### src/rtl/beep_seq_ctrl.sv
// beep_seq_ctrl: melody sequencer feeding the buzzer tone generator.
// Steps through a small programmable note table. Each entry sounds its note
// for (dur+1) beats, followed by a fixed silent gap.
//
// Ports:
//   clk, rst          system clock, synchronous active-high reset
//   wr_en/addr/data   table write port; data = {dur[2:0], note[2:0]}
//   last_addr         final entry index, latched when start is accepted
//   start, stop       pulses: begin playback at index 0 / abort
//   pause, loop       levels: freeze playback / wrap to index 0 at the end
//   note, tone_en     to tone generator (registered)
//   busy, done        status: not idle / one-cycle normal-completion pulse
//   cur_idx           table index being played
module beep_seq_ctrl #(
  parameter int BEAT_CYCLES = 25_000_000,
  parameter int GAP_CYCLES  = 1_250_000,
  parameter int DEPTH       = 16,
  localparam int AW = $clog2(DEPTH)
) (
  input  logic          clk,
  input  logic          rst,
  input  logic          wr_en,
  input  logic [AW-1:0] wr_addr,
  input  logic [5:0]    wr_data,
  input  logic [AW-1:0] last_addr,
  input  logic          start,
  input  logic          stop,
  input  logic          pause,
  input  logic          loop,
  output logic [2:0]    note,
  output logic          tone_en,
  output logic          busy,
  output logic          done,
  output logic [AW-1:0] cur_idx
);

  // Counter widths; a parameter of 1 still needs a 1-bit counter.
  localparam int BW = (BEAT_CYCLES > 1) ? $clog2(BEAT_CYCLES) : 1;
  localparam int GW = (GAP_CYCLES  > 1) ? $clog2(GAP_CYCLES)  : 1;
  localparam logic [BW-1:0] BEAT_LAST = BW'(BEAT_CYCLES - 1);
  localparam logic [GW-1:0] GAP_LAST  = GW'(GAP_CYCLES - 1);

  typedef enum logic [1:0] {IDLE, FETCH, PLAY, GAP} state_t;

  state_t        state_q, state_d;
  logic [AW-1:0] cur_idx_q, cur_idx_d;
  logic [AW-1:0] last_q, last_d;
  logic [2:0]    note_r_q, note_r_d;
  logic [2:0]    beats_q, beats_d;
  logic [BW-1:0] beat_cnt_q, beat_cnt_d;
  logic [GW-1:0] gap_cnt_q, gap_cnt_d;
  logic [2:0]    note_q, note_d;
  logic          tone_en_q, tone_en_d;
  logic          busy_q, busy_d;
  logic          done_q, done_d;
  logic          paused;

  // Note table: no reset so contents survive rst. The asynchronous read
  // below sees the pre-write value when a write hits the fetched address.
  logic [5:0] tbl_q [DEPTH];
  logic [5:0] rd_data;

  always_ff @(posedge clk) begin
    if (wr_en) tbl_q[wr_addr] <= wr_data;
  end

  assign rd_data = tbl_q[cur_idx_q];

  // stop wins over pause; pause only matters once playback has begun
  assign paused = pause && !stop && (state_q != IDLE);

  always_comb begin
    state_d    = state_q;
    cur_idx_d  = cur_idx_q;
    last_d     = last_q;
    note_r_d   = note_r_q;
    beats_d    = beats_q;
    beat_cnt_d = beat_cnt_q;
    gap_cnt_d  = gap_cnt_q;
    done_d     = 1'b0;

    if (stop && state_q != IDLE) begin
      state_d    = IDLE;
      cur_idx_d  = '0;
      beats_d    = '0;
      beat_cnt_d = '0;
      gap_cnt_d  = '0;
    end else if (!paused) begin
      unique case (state_q)
        IDLE: begin
          if (start && !stop) begin
            last_d    = last_addr;
            cur_idx_d = '0;
            state_d   = FETCH;
          end
        end
        FETCH: begin
          note_r_d   = rd_data[2:0];
          beats_d    = rd_data[5:3];
          beat_cnt_d = '0;
          state_d    = PLAY;
        end
        PLAY: begin
          if (beat_cnt_q == BEAT_LAST) begin
            beat_cnt_d = '0;
            if (beats_q == 3'd0) begin
              gap_cnt_d = '0;
              state_d   = GAP;
            end else begin
              beats_d = beats_q - 3'd1;
            end
          end else begin
            beat_cnt_d = beat_cnt_q + BW'(1);
          end
        end
        GAP: begin
          if (gap_cnt_q == GAP_LAST) begin
            gap_cnt_d = '0;
            if (cur_idx_q != last_q) begin
              cur_idx_d = cur_idx_q + AW'(1);
              state_d   = FETCH;
            end else if (loop) begin
              cur_idx_d = '0;
              state_d   = FETCH;
            end else begin
              done_d  = 1'b1;
              state_d = IDLE;
            end
          end else begin
            gap_cnt_d = gap_cnt_q + GW'(1);
          end
        end
        default: state_d = IDLE;
      endcase
    end

    // Outputs are registered from the next state so they line up with it.
    busy_d    = (state_d != IDLE);
    note_d    = (state_d == PLAY && !paused) ? note_r_d : 3'd0;
    tone_en_d = (note_d != 3'd0);
  end

  always_ff @(posedge clk) begin
    if (rst) begin
      state_q    <= IDLE;
      cur_idx_q  <= '0;
      last_q     <= '0;
      note_r_q   <= '0;
      beats_q    <= '0;
      beat_cnt_q <= '0;
      gap_cnt_q  <= '0;
      note_q     <= '0;
      tone_en_q  <= 1'b0;
      busy_q     <= 1'b0;
      done_q     <= 1'b0;
    end else begin
      state_q    <= state_d;
      cur_idx_q  <= cur_idx_d;
      last_q     <= last_d;
      note_r_q   <= note_r_d;
      beats_q    <= beats_d;
      beat_cnt_q <= beat_cnt_d;
      gap_cnt_q  <= gap_cnt_d;
      note_q     <= note_d;
      tone_en_q  <= tone_en_d;
      busy_q     <= busy_d;
      done_q     <= done_d;
    end
  end

  assign note    = note_q;
  assign tone_en = tone_en_q;
  assign busy    = busy_q;
  assign done    = done_q;
  assign cur_idx = cur_idx_q;

endmodule

### config.mk
export PLATFORM = sky130hd
export DESIGN_NAME = beep_seq_ctrl
export DESIGN_NICKNAME = d
export VERILOG_FILES = /design/src/rtl/beep_seq_ctrl.sv
export SDC_FILE = /design/constraint.sdc
export NUM_CORES = 1
export LEC_CHECK = 0
export ABC_AREA = 1
export BUFFER_PORTS_ARGS = -buffer_cell sky130_fd_sc_hd__buf_2
export CAP_MARGIN = 10
export CORE_MARGIN = 10
export CORE_UTILIZATION = 65
export CTS_BUF_LIST = sky130_fd_sc_hd__clkbuf_8
export DETAILED_ROUTE_END_ITERATION = 16
export PLACE_DENSITY = 0.83
export SKIP_LAST_GASP = 1
export SYNTH_ARGS = -nofsm -noshare
export SYNTH_HDL_FRONTEND = slang
export SYNTH_SLANG_ARGS = --single-unit
### constraint.sdc
create_clock -name clk -period 3.2 [get_ports clk]
set_input_delay 0.16 -clock clk [delete_from_list [all_inputs] [get_ports clk]]
set_output_delay 0.16 -clock clk [all_outputs]
set_load 0.02 [all_outputs]
## Word-level counts from Yosys, hierarchy flattened

Memory sizes are Yosys's and may differ from the RTL's. A register that Yosys moved wholly into a read port is not among the register bits.
Cells that the tools add are included.

| operators by class | value |
|---|---|
| add/sub/neg operators | 4 |
| bitwise logic cells | 4 |
| muxes and demuxes | 32 |
| reduce and logical (&&, ||, !) cells | 22 |
| equality and inequality tests | 13 |

Operator list:

| kind | number |
|---|---|
| 21-bit 2-to-1 mux | 3 |
| 25-bit one-hot mux with 2 select lines | 1 |
| 21-bit one-hot mux with 2 select lines | 1 |
| 25-bit by 1-bit adder with 25-bit output (second input constant) | 1 |
| 25-bit equality test (second input constant) | 1 |
| 25-bit 2-to-1 mux | 1 |
| 4-bit 2-to-1 mux | 6 |
| 21-bit by 1-bit adder with 21-bit output (second input constant) | 1 |
| 21-bit equality test (second input constant) | 1 |
| 3-bit 2-to-1 mux | 6 |
| 2-bit 2-to-1 mux | 6 |
| 4-bit AND reduction | 3 |
| 2-bit != test (second input constant) | 5 |
| 2-bit nonzero test | 5 |
| 2-bit one-hot mux with 4 select lines | 1 |
| 4-bit one-hot mux with 2 select lines | 1 |
| 2-bit equality test (second input constant) | 3 |
| 3-bit one-hot mux with 2 select lines | 1 |
| 6-bit OR reduction | 1 |
| 1-bit logical AND | 5 |
| 1-bit 2-to-1 mux | 5 |
| 5-bit AND reduction | 1 |
| 4-bit by 1-bit adder with 4-bit output (second input constant) | 1 |
| 4-bit != test | 1 |
| 10 further kinds | 14 |

| word-level totals | value |
|---|---|
| memories | 1 |
| input bits | 21 |
| output and inout bits | 10 |
| register bits | 68 |
| bits in writable memories | 96 |
| logic and storage cells | 87 |

Memory list:

| memory | words | bits a word | rd ports | clocked after memory_dff | write ports | line | source |
|---|---|---|---|---|---|---|---|
| tbl_q | 16 | 6 | 1 | 1 | 1 | 60 | `logic [5:0] tbl_q [DEPTH];` |

## Depth between registers and ports, before layout

Gate-level depths: netlist (run 1).

| depth | value |
|---|---|
| depth in word-level cells | 10 |
| depth in mapped cells | 13 |
| mapped depth without buffers | 13 |

## Worst setup path before layout (run 1)

OpenSTA, ideal clock, no wires.

| path | value |
|---|---|
| path kind | register to register |
| from | reg state_q[0] |
| to | reg beat_cnt_q[22] |
| arrival | 1.640 ns |
| setup time | 0.116 ns |
| data required time | 3.084 ns |
| slack | 1.444 ns |
| cell stages (with the launch flop) | 13 |
| period minus slack after synthesis | 1.756 ns |
| path buffers | 1 |
| path through | dfxtp_1 > inv_1 > ha_1 > nor2_2 > nand2_2 > nand2_1 > buf_6 > nor2_4 > nand4_1 > nor2_1 > nand2_1 > o21ai_0 > nor2_1 |

| between the ends | value |
|---|---|
| longest elaborated chain between the ends | 4 |
| elaborated cells on any way between the ends | 10 |
| classes of those cells | 2 x eq/ne; 1 x mux; 1 x bitwise; 6 x reduce/logical |

RTL lines:

| what | line | source |
|---|---|---|
| start, declared | 45 | `state_t state_q, state_d;` |
| start signal, assigned | 157 | `state_q <= state_d;` |
| parallel branches: the longest is 4 deep, another holds 2-bit equality test | -- |  |
| end signal, assigned | 162 | `beat_cnt_q <= beat_cnt_d;` |
| end, declared | 50 | `logic [BW-1:0] beat_cnt_q, beat_cnt_d;` |

Several ways; the timed one is not identified.
A chain may end at the register's enable or synchronous reset.

## Worst setup path in the final report (run 1)

| path | value |
|---|---|
| from | reg state_q[0] |
| to | reg beat_cnt_q[12] |

Same word-level chain as after synthesis.

==> results, run 1 <==
- The critical path launch point type is a register.
- The clock latency at the later pin of the worst-skew pair is 0.47 ns.
- The shortest clock period the worst path allows after layout is 2.35 ns.
- The detailed router put a total of 7.65 mm of wire on met1.
- The die covers 17200 um2.
- TritonCTS built the clock tree.
- The power consumption is 4.46 mW.
- The class of the worst hold path is in2reg.
- Entering global routing, the biggest net connects 49 pins.
- The total standard cell area after synthesis is 8060 um2.
- The met2 wire length is 8.16 mm.
- The die outline width is 131 um.
- Data arrives at the worst endpoint at 2.74 ns.
- For this run, the total global-route usage over all layers was measured as 20.3%.
- The critical path is of the reg2reg type.
- The share of the Yosys chip area taken by registers is 53.7%.
- The routed wire length is 17.2 mm.
- The wire length of the first global-routing pass is 29.1 mm.
- The core footprint is 12100 um2.
- The average wire per cell in the routed design is 14.8 um.
- The leakage power of the design is 3.26 nW.
- The worst vdd rail ir drop is 0.331 mV.
- Detailed routing placed a total of 1.20 mm of wire on met3.
- After Yosys synthesis, full adders, half adders and majority gates account for 1.40% of the synthesized area.
- Post-CTS repair changed the size of 0 cells.
- The worst hold path was traced through 2 stages.
- In the synthesized netlist, the cells that appear most often are 223 x nand2_1, 165 x nor2_1, 96 x edfxtp_1.
- Signal routing reaches up to met4.
- In this run the critical register-to-register path is launched from state_q[0].
- The most used flip-flop cell after synthesis is edfxtp_1.
- The height of the die is 131 um.
- The DRC violation count after routing is 0.
- The synthesized netlist devotes 2.17% of its cell area to XOR and XNOR gates.
- The max-slew violation count is 0.
- For this run, asynchronously set or reset flops after synthesis account for 0%.
- Counting every sink on the clock net gives 168.
- The number of levels in the clock H-tree is 4.
- Of the cells placed in the final design, the portion with a size suffix greater than 1 is 11.8%.
- The first detailed-routing pass took 5 iterations.
- Across the run, the number of max-cap violations was 0.
- In the synthesized netlist, mux cells make up 0% of the area.
- Counting the fill cells in the layout gives 907.
- The number of I/O pins is 31.
- The kind of capture point of the worst setup path is a register.
- By area the synthesized netlist is led by edfxtp_1 36%, dfxtp_1 18%, nand2_1 10%, nor2_1 7.7%, nand3_1 4.3%.
- Among all cell types in the netlist, the one instantiated most often is nand2_1.
- Detailed placement finished with a half-perimeter wire length of 11.7 mm.
- The final core area utilization is 72.3%.
- The hold violation count in the final report was 0.
- The gate count after technology mapping is 958.
- The flow ran to the end, and the final reports show no timing, DRC or antenna violations.
- The final total negative setup slack is 0 ns.
- Headroom to the max-slew limit came out at 49.8%.
- The final RePlAce weighted congestion is 0.942.
- The basic-gate share of the synthesized area counting and, or, nand and nor cells is 28.6%.
- The yosys synthesis warning count is 0.
- The worst hold path terminates at note_r_q[1].
- At the worst endpoint, the required time is 3.59 ns.
- Clock skew on the completed layout was measured at 0.0104 ns.
- The area growth from synthesis to layout is 8.29%.
- After synthesis the netlist holds a flip-flop and latch count of 168.
- The post-synth net total is 988.
- The initial antenna violation count came to 0.
- The site row count is 40.
- The unique cell type count in the Yosys netlist is 40.
- In this run the remaining antenna-violating nets after routing total 0.
- For this run, the post-layout net count is 1017.
- For flop-to-flop paths, the worst setup slack is 0.85 ns.
- The final route contains 6343 vias.
- The cell taking the most area after synthesis is edfxtp_1.
- In the finished design, the share of the clock period the worst path needs comes to 73.4%.
- Dividing the synthesized area by the synthesized cell count gives 8.41 um2.
- Setup repair after global routing left no endpoint under its margin.
- Timing would allow up to 426 MHz.
- Of the post-synthesis cell area, the dominant cell type holds 35.8%.
- Clock tree synthesis selected as its root buffer the cell clkbuf_8.
- In this run the critical register-to-register path is captured at beat_cnt_q[12].
- The initial core utilization is 66.8%.
- The combinational family with the most area after synthesis is simple AND/OR/NAND/NOR gates.
- The aggregate global routing overflow is 0.
- In this run the power density over the cells is 511 nW/um2.
- Summing the areas of all compound-gate instances in the mapped netlist gives 7.84% of the synthesized area.
- The depth of the worst register-to-register path is 11.
- The setup violation total in the final timing report is 0.
- 0 antenna diodes ended up in the layout.
- The number of enable-type register cells in the synthesized netlist is 96.
- The number of global-route vias before repair came to 5966.
- In this run the worst path has a maximum fanout of 15.
- In this run the deepest clock path goes through 2 buffers.
- The TritonCTS buffer count is 17.
- For the pin with the worst max-slew slack, the measured transition is 0.752 ns.
- After clock tree synthesis, the clock-pin slew on the worst setup and hold paths is 0.08 ns.
- During placement, the flow inserted port buffers numbering 30.
- The worst hold path begins at rst.
- For this block, the initial DRC count from the detailed router was 727.
- In the routed layout, each cell is associated on average with a via count of 5.43.
[repair_timing]
| action | 4_1_cts | 5_1_grt |
|---|---|---|
| hold buffers | 5 | 0 |
| setup buffers | 0 | 0 |
| endpoints found under the hold margin | 5 | 0 |
[worst max-delay path by stage]
stage / start / endpoint / depth (start not counted)
2_1_floorplan: state_q[0] / beat_cnt_q[22] / 12
3_3_place_gp: state_q[0] / beat_cnt_q[18] / 11
3_5_place_dp: state_q[0] / beat_cnt_q[12] / 11
4_1_cts: state_q[0] / beat_cnt_q[12] / 11
5_1_grt: state_q[1] / beat_cnt_q[12] / 11
6_report: state_q[0] / beat_cnt_q[12] / 11
[placed cells by master, fill, tap and decap left out, types with 17 or more instances in the layout]
cell / instances
dfxtp_1: 72
o21ai_0: 43
edfxtp_1: 96
clkbuf_8: 19
buf_2: 30
nor2_1: 165
nand2_1: 223
nand2_2: 17
a21oi_1: 35
nand3_1: 69
inv_1: 90
[state kept, by name, summed over array words and instances, names as in the netlist, named ones only]
register    cells
busy            1
beats_q         3
note_r_q        3
done            1
state_q         2
tone_en         1
last_q          4
note            3
beat_cnt_q     25
gap_cnt_q      21
tbl_q          96
cur_idx         4
[cell families after synthesis]
kind of cell / after synthesis
AO/OA/AOI/OAI: 109
buffers and inverters: 122
adder cells (fa/ha/maj): 9
XOR/XNOR: 20
flip-flops: 168
AND/OR/NAND/NOR: 530
[layer usage]
layer,track usage [%],vias up
met3,4.80,24
met5,0,-
met2,31.9,214
li1,-,3187
met4,6.55,0
met1,27.1,2918
[report_power, final]
group	internal [mW]	switching [mW]	total, mW
sequential	2.34	0.0384	2.38
clock	0.714	0.735	1.45
combinational	0.191	0.439	0.630
total	3.25	1.21	4.46
[worst max-delay path: stages (launching register included)]
cell and delay, ns:
dfxtp_1 0.36, inv_1 0.11, ha_1 0.26, nor2_2 0.17, nand2_2 0.11, nand2_1 0.39, inv_2 0.15, nand2_1 0.12
nand2_2 0.19, inv_2 0.21, o21ai_0 0.10, a21oi_1 0.12
[stage by stage]
| stage | hold WS (ns) | setup slack, ns | std cells | area, um2 |
|---|---|---|---|---|
| finish | 0.0324 | 0.851 | 1168 | 8720 |
| global route | 0.0257 | 0.567 | 1168 | 8720 |
| CTS | 0.0199 | 0.847 | 1168 | 8720 |
| detailed placement | 0.454 | 0.864 | 1131 | 8300 |
| global placement | 0.450 | 0.974 | 1131 | 8300 |
| floorplan | 0.259 | 1.44 | 958 | 8060 |
[layout make-up]
| class | instances | area (um2) | share of cell area (%) |
|---|---|---|---|
| Clock buffer | 19 | 262 | 3.00 |
| Clock inverter | 13 | 114 | 1.31 |
| Inverter | 91 | 343 | 3.93 |
| Multi-Input combinational cell | 668 | 3230 | 37.0 |
| Sequential cell | 168 | 4320 | 49.6 |
| Tap cell | 168 | 210 | 2.41 |
| Timing Repair Buffer | 41 | 245 | 2.81 |
Note: power is estimated with default switching activity, not from simulation.
==> inputs of run 2 (changes only) <==
--- a/config.mk
+++ b/config.mk
@@ -9,10 +9,10 @@
 export BUFFER_PORTS_ARGS = -buffer_cell sky130_fd_sc_hd__buf_2
 export CAP_MARGIN = 10
 export CORE_MARGIN = 10
-export CORE_UTILIZATION = 65
+export CORE_UTILIZATION = 58
 export CTS_BUF_LIST = sky130_fd_sc_hd__clkbuf_8
 export DETAILED_ROUTE_END_ITERATION = 16
-export PLACE_DENSITY = 0.83
+export PLACE_DENSITY = 0.78
 export SKIP_LAST_GASP = 1
 export SYNTH_ARGS = -nofsm -noshare
 export SYNTH_HDL_FRONTEND = slang
==> constraint.sdc (replaced) <==
create_clock -name clk -period 1.9 [get_ports clk]
set_input_delay 0.095 -clock clk [delete_from_list [all_inputs] [get_ports clk]]
set_output_delay 0.095 -clock clk [all_outputs]
set_load 0.02 [all_outputs]
==> results, run 2 (synthesis gave the netlist of run 1 again) <==
- The slew at the pin closest to its max-slew limit is 0.619 ns.
- The relative contribution of the clock network to total power is 31.5%.
- The DRC violation count after routing is 0.
- At the worst endpoint, the arrival time is 2.17 ns.
- The pin count of the biggest net entering global routing is 49.
- In this run the tool buffered the top-level ports with 30 buffer cells.
- The fraction of layout cells with a size suffix above 1 is 16.2%.
- The number of flip-flops in the largest register is 96.
- The initial core utilization is 58.7%.
- The shortest clock period the worst path allows after layout is 1.79 ns.
- The clock sink count is 168.
- The share of total power dissipated in combinational logic is 16.5%.
- The worst min-delay path startpoint is wr_data[5].
- VDD sags by at most 0.649 mV.
- The initial antenna violation count came to 0.
- Dividing the detail-routed via count by the number of cells gives 5.34.
- The placed instances occupy a cell area of 8620 um2.
- The hold violation count in the final report was 0.
- The max capacitance violation total is 0.
- Summing over every cut layer, the via total after detailed routing is 6503.
- The last element of the critical path is note[2].
- For this block, the initial DRC count from the detailed router was 613.
- For this block, the routed nets add up to 18.2 mm of wire.
- Compared with the post-synthesis result, the final layout area differs by 13.9%.
- The number of global-route vias before repair is 6124.
- Setup repair after global routing could not meet its margin everywhere.
- The critical path launch point type is a register.
- The global-route track usage on met3 is 4.57%.
- The pre-antenna-repair detailed-routing pass consisted of 5 iterations.
- The max-slew violation count is 0.
- In the final layout, the registers with the most flip-flops are tbl_q: 96 flops, beat_cnt_q: 25 flops, gap_cnt_q: 21 flops.
- The root buffer cell chosen for the clock tree is clkbuf_8.
- The design area is 9180 um2.
- The flow ran to the end, and the final reports show no timing, DRC or antenna violations.
- The minimum hold slack is 0.0455 ns.
- The all-layer global routing usage is 19.7%.
- The number of I/O pins is 31.
- tbl_q holds more flip-flops than any other register.
- The library cell used most frequently in the layout, excluding fill and tap cells, is nand2_1.
- The depth of the worst register-to-register path is 12.
- Once placement completed, the tool counted placed cells totaling 1177.
- The internal power of the cells totals 5.53 mW.
- The worst setup path is of the reg2reg kind.
- The global routing stage identified its most utilized layer as met2.
- In this run the critical register-to-register path is captured at note[2].
- Summed over all failing endpoints, the final setup total negative slack is 0 ns.
- For the worst-skew pair, the clock arrives at the later sink with an insertion delay of 0.45 ns.
- The top cell types in the final layout, fill and taps aside, are 221 x nand2_1, 160 x nor2_1, 96 x edfxtp_1, 86 x inv_1.
- The detailed placer's ending HPWL is 12.6 mm.
- The die covers 19000 um2.
- The count of nets left with antenna violations once routing finished came out at 0.
- The met2 track demand over resource in global routing is 32.3%.
- The H-tree was split into 4 levels.
- The maximum clock frequency is 557 MHz.
- For this run, the post-layout net count is 1056.
- The most critical setup path has its startpoint at state_q[0].
- Of the available clock period, the critical path in the final layout requires 94.5%.
- The slowest cell on the critical path is dfxtp_1.
- For this run, the number of standard cells in the final layout without fillers is 1217.
- Counting along the longest clock path gives a buffer depth of 2.
- STA classifies the critical path endpoint as a register.
- Once the clock tree was built, the setup fixing pass inserted 0 buffers.
- Of all nets on the critical path, the largest fanout is 4.
- The worst register-to-register path begins at state_q[0].
- Setup violations remaining at the end of the flow were counted as 0.
- For this design the ratio of total power to cell area is 838 nW/um2.
- For this design the static power due to leakage is 3.46 nW.
- Measured along the y axis, the die boundary spans 138 um.
- The count of inserted antenna diode cells is 0.
- TritonCTS built the clock tree.
- The share of total power consumed by net switching is 28.1%.
- For this design the total switching power over the nets is 2.16 mW.
- The critical path goes through inv_1 > ha_2 > nor2_4 > nand2_2 > buf_4 > a21oi_2 > nand2_1 > nand2_1 > inv_1 > nand2_2 > nand3_4 > nor2_1.
- The TritonCTS buffer count is 17.
- In this run the core area contains 43 standard-cell rows.
- The core footprint is 13700 um2.
- The average wire per cell in the routed design is 15.0 um.
- Cells fill 66.9% of the core in the end.
- The die outline width is 138 um.
- The clock skew is 0.0102 ns.
- The first global-routing pass estimated 29.7 mm of wire.
- The tightest min-delay check is of the in2reg type.
- The final RePlAce weighted congestion is 0.927.
- Sequential cells account for 52.0% of the total power.
- The aggregate global routing overflow is 0.
- The highest cell delay on the worst timing path is 0.37 ns.
- Across all register-to-register paths, the minimum setup slack is 0.11 ns.
- Global routing consumed, on the met1 layer, 25.2% of the routing resources.
- The normalized max-slew margin is 58.6%.
- The clock slew seen by the registers of the worst setup and hold paths is 0.09 ns.
- The required time of the worst setup path is 2.28 ns.
## run 2: cell types whose count changed in the layout (fill, tap and decap cells not counted), moves of 4 or more
cell and delta:
dlygate4sd3_1 +5, nor2_1 -5, buf_4 +29, buf_12 +4
clkinv_2 -4, inv_1 -4
## run 2: cell type report
class,instances,area [um2]
multi-input combinational,668,3310
timing repair buffer,80,604
clock inverter,13,131
sequential,168,4330
fill,1116,4540
inverter,91,343
clock buffer,17,234
tap,180,225
## run 2: how the worst min path moves through the flow
stage                             end  slack (ns)  depth (start not counted)
after floorplan           tbl_q[0][0]        0.19                          0
after global placement      last_q[3]        0.39                          3
after detailed placement         done        0.39                          4
after CTS                 tbl_q[3][4]        0.02                          1
after global routing      tbl_q[6][4]        0.03                          1
final                     tbl_q[6][5]        0.05                          1
## run 2: critical path, delay by kind of cell (launching register included)
family	cells	cell delay, ns
simple gates	7	0.69
flops	1	0.37
buf+inv	3	0.26
fa+ha+maj	1	0.22
compound gates	1	0.16
## run 2: timing repair
item                                   4_1_cts  5_1_grt
setup endpoints to repair                    1       42
gates resized for setup                      1       25
endpoints found under the hold margin       11        0
hold buffers                                10        0
## run 2: through the flow
stage	total power, mW	worst slack (ns)
5_1_grt	8.02	-0.0520
2_1_floorplan	4.87	0.144
4_1_cts	7.66	0.00337
6_report	7.69	0.105
3_5_place_dp	5.27	0.00539
3_3_place_gp	5.23	0.0382
## run 2: power by group through the flow
stage	clock network (mW)	registers, mW	logic [mW]
2_1_floorplan	0	4.09	0.780
3_3_place_gp	0	4.08	1.16
3_5_place_dp	0	4.08	1.19
4_1_cts	2.45	4.00	1.22
5_1_grt	2.59	4.01	1.42
6_report	2.43	4.00	1.27
## run 2: layer usage
layer  up-vias  wire (um)
met5         -          0
met4         0        280
met2       182       8810
met1      3028       7990
li1       3264          -
met3        29       1130
==> inputs of run 3 (changes only) <==
--- a/config.mk
+++ b/config.mk
@@ -12,7 +12,7 @@
 export CORE_UTILIZATION = 58
 export CTS_BUF_LIST = sky130_fd_sc_hd__clkbuf_8
 export DETAILED_ROUTE_END_ITERATION = 16
-export PLACE_DENSITY = 0.78
+export PLACE_DENSITY = 0.79
 export SKIP_LAST_GASP = 1
 export SYNTH_ARGS = -nofsm -noshare
 export SYNTH_HDL_FRONTEND = slang
==> results, run 3 (synthesis gave the netlist of run 1 again) <==
- The max-slew violation count is 0.
- The maximum count of clock buffers along a single path is 2.
- After global routing, the most crowded layer is met2.
- The max capacitance violation total is 0.
- The worst min-delay path startpoint is wr_data[4].
- In the final routed layout, each cell accounts on average for 15.4 um.
- The design area is 9310 um2.
- On the final layout, the worst clock skew is 0.00977 ns.
- The wire length of the first global-routing pass is 30.6 mm.
- The largest driver fanout on the critical path is 9.
- The DRC violation count after routing is 0.
- The detailed-routing iteration count for the pre-antenna-repair pass is 7.
- Setup repair after global routing could not meet its margin everywhere.
- The clock slew seen by the registers of the worst setup and hold paths is 0.09 ns.
- The die is 138 um wide.
- The hold violation count in the final report is 0.
- The aggregate global routing overflow is 0.
- The TritonCTS clock tree is built.
- In the layout the commonest cells are 220 x nand2_1, 163 x nor2_1, 96 x edfxtp_1, 89 x inv_1, 69 x nand3_1.
- The required time of the worst setup path is 2.26 ns.
- The site row count is 43.
- The remaining antenna violation count after routing is 0.
- In this run the tool buffered the top-level ports with 30 buffer cells.
- The clock latency at the later pin of the worst-skew pair is 0.46 ns.
- The DRC violation total after the first TritonRoute iteration is 668.
- The initial antenna violation count is 0.
- The worst setup path startpoint is beat_cnt_q[0].
- The flow ran to the end, and the final reports show no timing, DRC or antenna violations.
- The area growth from synthesis to layout is 15.5%.
- The number of I/O pins is 31.
- The final layout contains routed wiring with a total length of 18.7 mm.
- The count of inserted antenna diode cells is 0.
- The congestion estimate from routability-driven global placement came to 0.932.
- The commonest non-fill, non-tap cell in the layout is nand2_1.
- The standard cell area after detailed placement is 8630 um2.
- In this run, CTS created clock tree buffers numbering 17.
- The slew at the pin closest to its max-slew limit is 0.612 ns.
- The worst vdd rail ir drop is 0.511 mV.
- Hold is met by 0.0234 ns.
- For this design the ratio of total power to cell area is 886 nW/um2.
- The tree built by TritonCTS fans out to 168 sinks.
- The normalized max-slew margin is 59.0%.
- The final total negative setup slack is 0 ns.
- The source of the worst register-to-register timing path is beat_cnt_q[0].
- The pin count of the biggest net entering global routing is 37.
- The fraction of layout cells with a size suffix above 1 is 16.6%.
- Summing over every cut layer, the via total after detailed routing is 6647.
- The number of flip-flops in the largest register is 96.
- In this run the worst hold path is classified as in2reg.
- The setup violation total in the final timing report is 0.
- For met3 alone, demand over resource in global routing was 4.96%.
- The all-layer global routing usage is 20.4%.
- The area of the die is 19000 um2.
- In the final layout, flip-flops and latches occupy 4330 um2.
- The multi-input combinational cells in the finished layout cover a total of 3320 um2.
- The detailed placer's ending HPWL is 12.7 mm.
- The worst setup path is captured at a register.
- The fraction of met1 tracks used by global routing is 25.9%.
- For this design the static power due to leakage is 3.53 nW.
- The final net count is 1055.
- The shortest clock period the worst path allows after layout is 1.78 ns.
- The core footprint is 13700 um2.
- The worst setup path is of the reg2reg kind.
- For the worst setup path, the data arrival time is 2.14 ns.
- The number of levels in the clock H-tree is 4.
- For this run, the share of the core covered by cells in the final layout is 67.8%.
- The worst setup path is launched from a register.
- tbl_q holds more flip-flops than any other register.
- The met2 track demand over resource in global routing is 33.6%.
- The number of global-route vias before repair is 6288.
- Dividing the final minimum period by the clock period gives 93.4%.
- Fill cells in the final layout number 1077.
- The height of the die is 138 um.
- The cell at the root of the clock tree is clkbuf_8.
- For this configuration, the core starts out at a cell density of 58.7%.
- The post-detailed-route via-to-cell ratio is 5.46.
- In the final layout, the registers with the most flip-flops are tbl_q: 96 flops, beat_cnt_q: 25 flops, gap_cnt_q: 21 flops.
- The maximum clock frequency is 563 MHz.
-- run 3: critical path, stage by stage (launching register included) --
cell,delay (ns)
dfxtp_4,0.37
ha_1,0.18
nand2_2,0.07
nor2_4,0.12
nand2_1,0.06
nor2_1,0.13
nand3_2,0.14
nand2_4,0.11
nand2_1,0.07
nand2_2,0.19
inv_4,0.09
and3_1,0.17
-- run 3: per-stage QoR --
stage                     total power, mW  cells  setup WS (ns)
after floorplan                      4.87    958          0.144
after global placement               5.24   1175       0.000356
after detailed placement             5.27   1175         -0.104
after CTS                            8.20   1217        -0.0240
after global routing                 8.60   1218        -0.0237
final                                8.24   1218          0.125
-- run 3: final cells by class --
| class | count | area share, % |
|---|---|---|
| Clock buffer | 17 | 2.51 |
| Clock inverter | 15 | 2.53 |
| Inverter | 91 | 3.71 |
| Multi-Input combinational cell | 668 | 35.6 |
| Sequential cell | 168 | 46.6 |
| Tap cell | 180 | 2.42 |
| Timing Repair Buffer | 79 | 6.64 |
-- run 3: path summary, 6_finish.rpt --
check,endpoint,slack (ns),depth (start not counted)
setup / recovery,beat_cnt_q[15],0.12,11
hold / removal,tbl_q[6][4],0.02,1
setup reg to reg,beat_cnt_q[15],0.12,11
hold reg to reg,beat_cnt_q[24],0.47,2
-- run 3: timing repair --
action,in CTS,in global routing
resized for setup,2,30
setup buffers,0,1
pin swaps,0,2
setup endpoints to repair,3,61
hold endpoints to repair,11,0
hold buffers,10,0
-- run 3: metal layers --
| layer | share of wire [%] | vias up |
|---|---|---|
| li1 | - | 3278 |
| met1 | 42 | 3104 |
| met2 | 49 | 224 |
| met3 | 6.8 | 41 |
| met4 | 2.1 | 0 |
| met5 | 0 | - |
-- run 3: power by group --
group	internal, mW	leakage (nW)	switching (mW)	total (mW)
Sequential	3.95	1.45	0.0536	4.00
Combinational	0.464	1.84	0.809	1.27
Clock	1.68	0.240	1.28	2.97
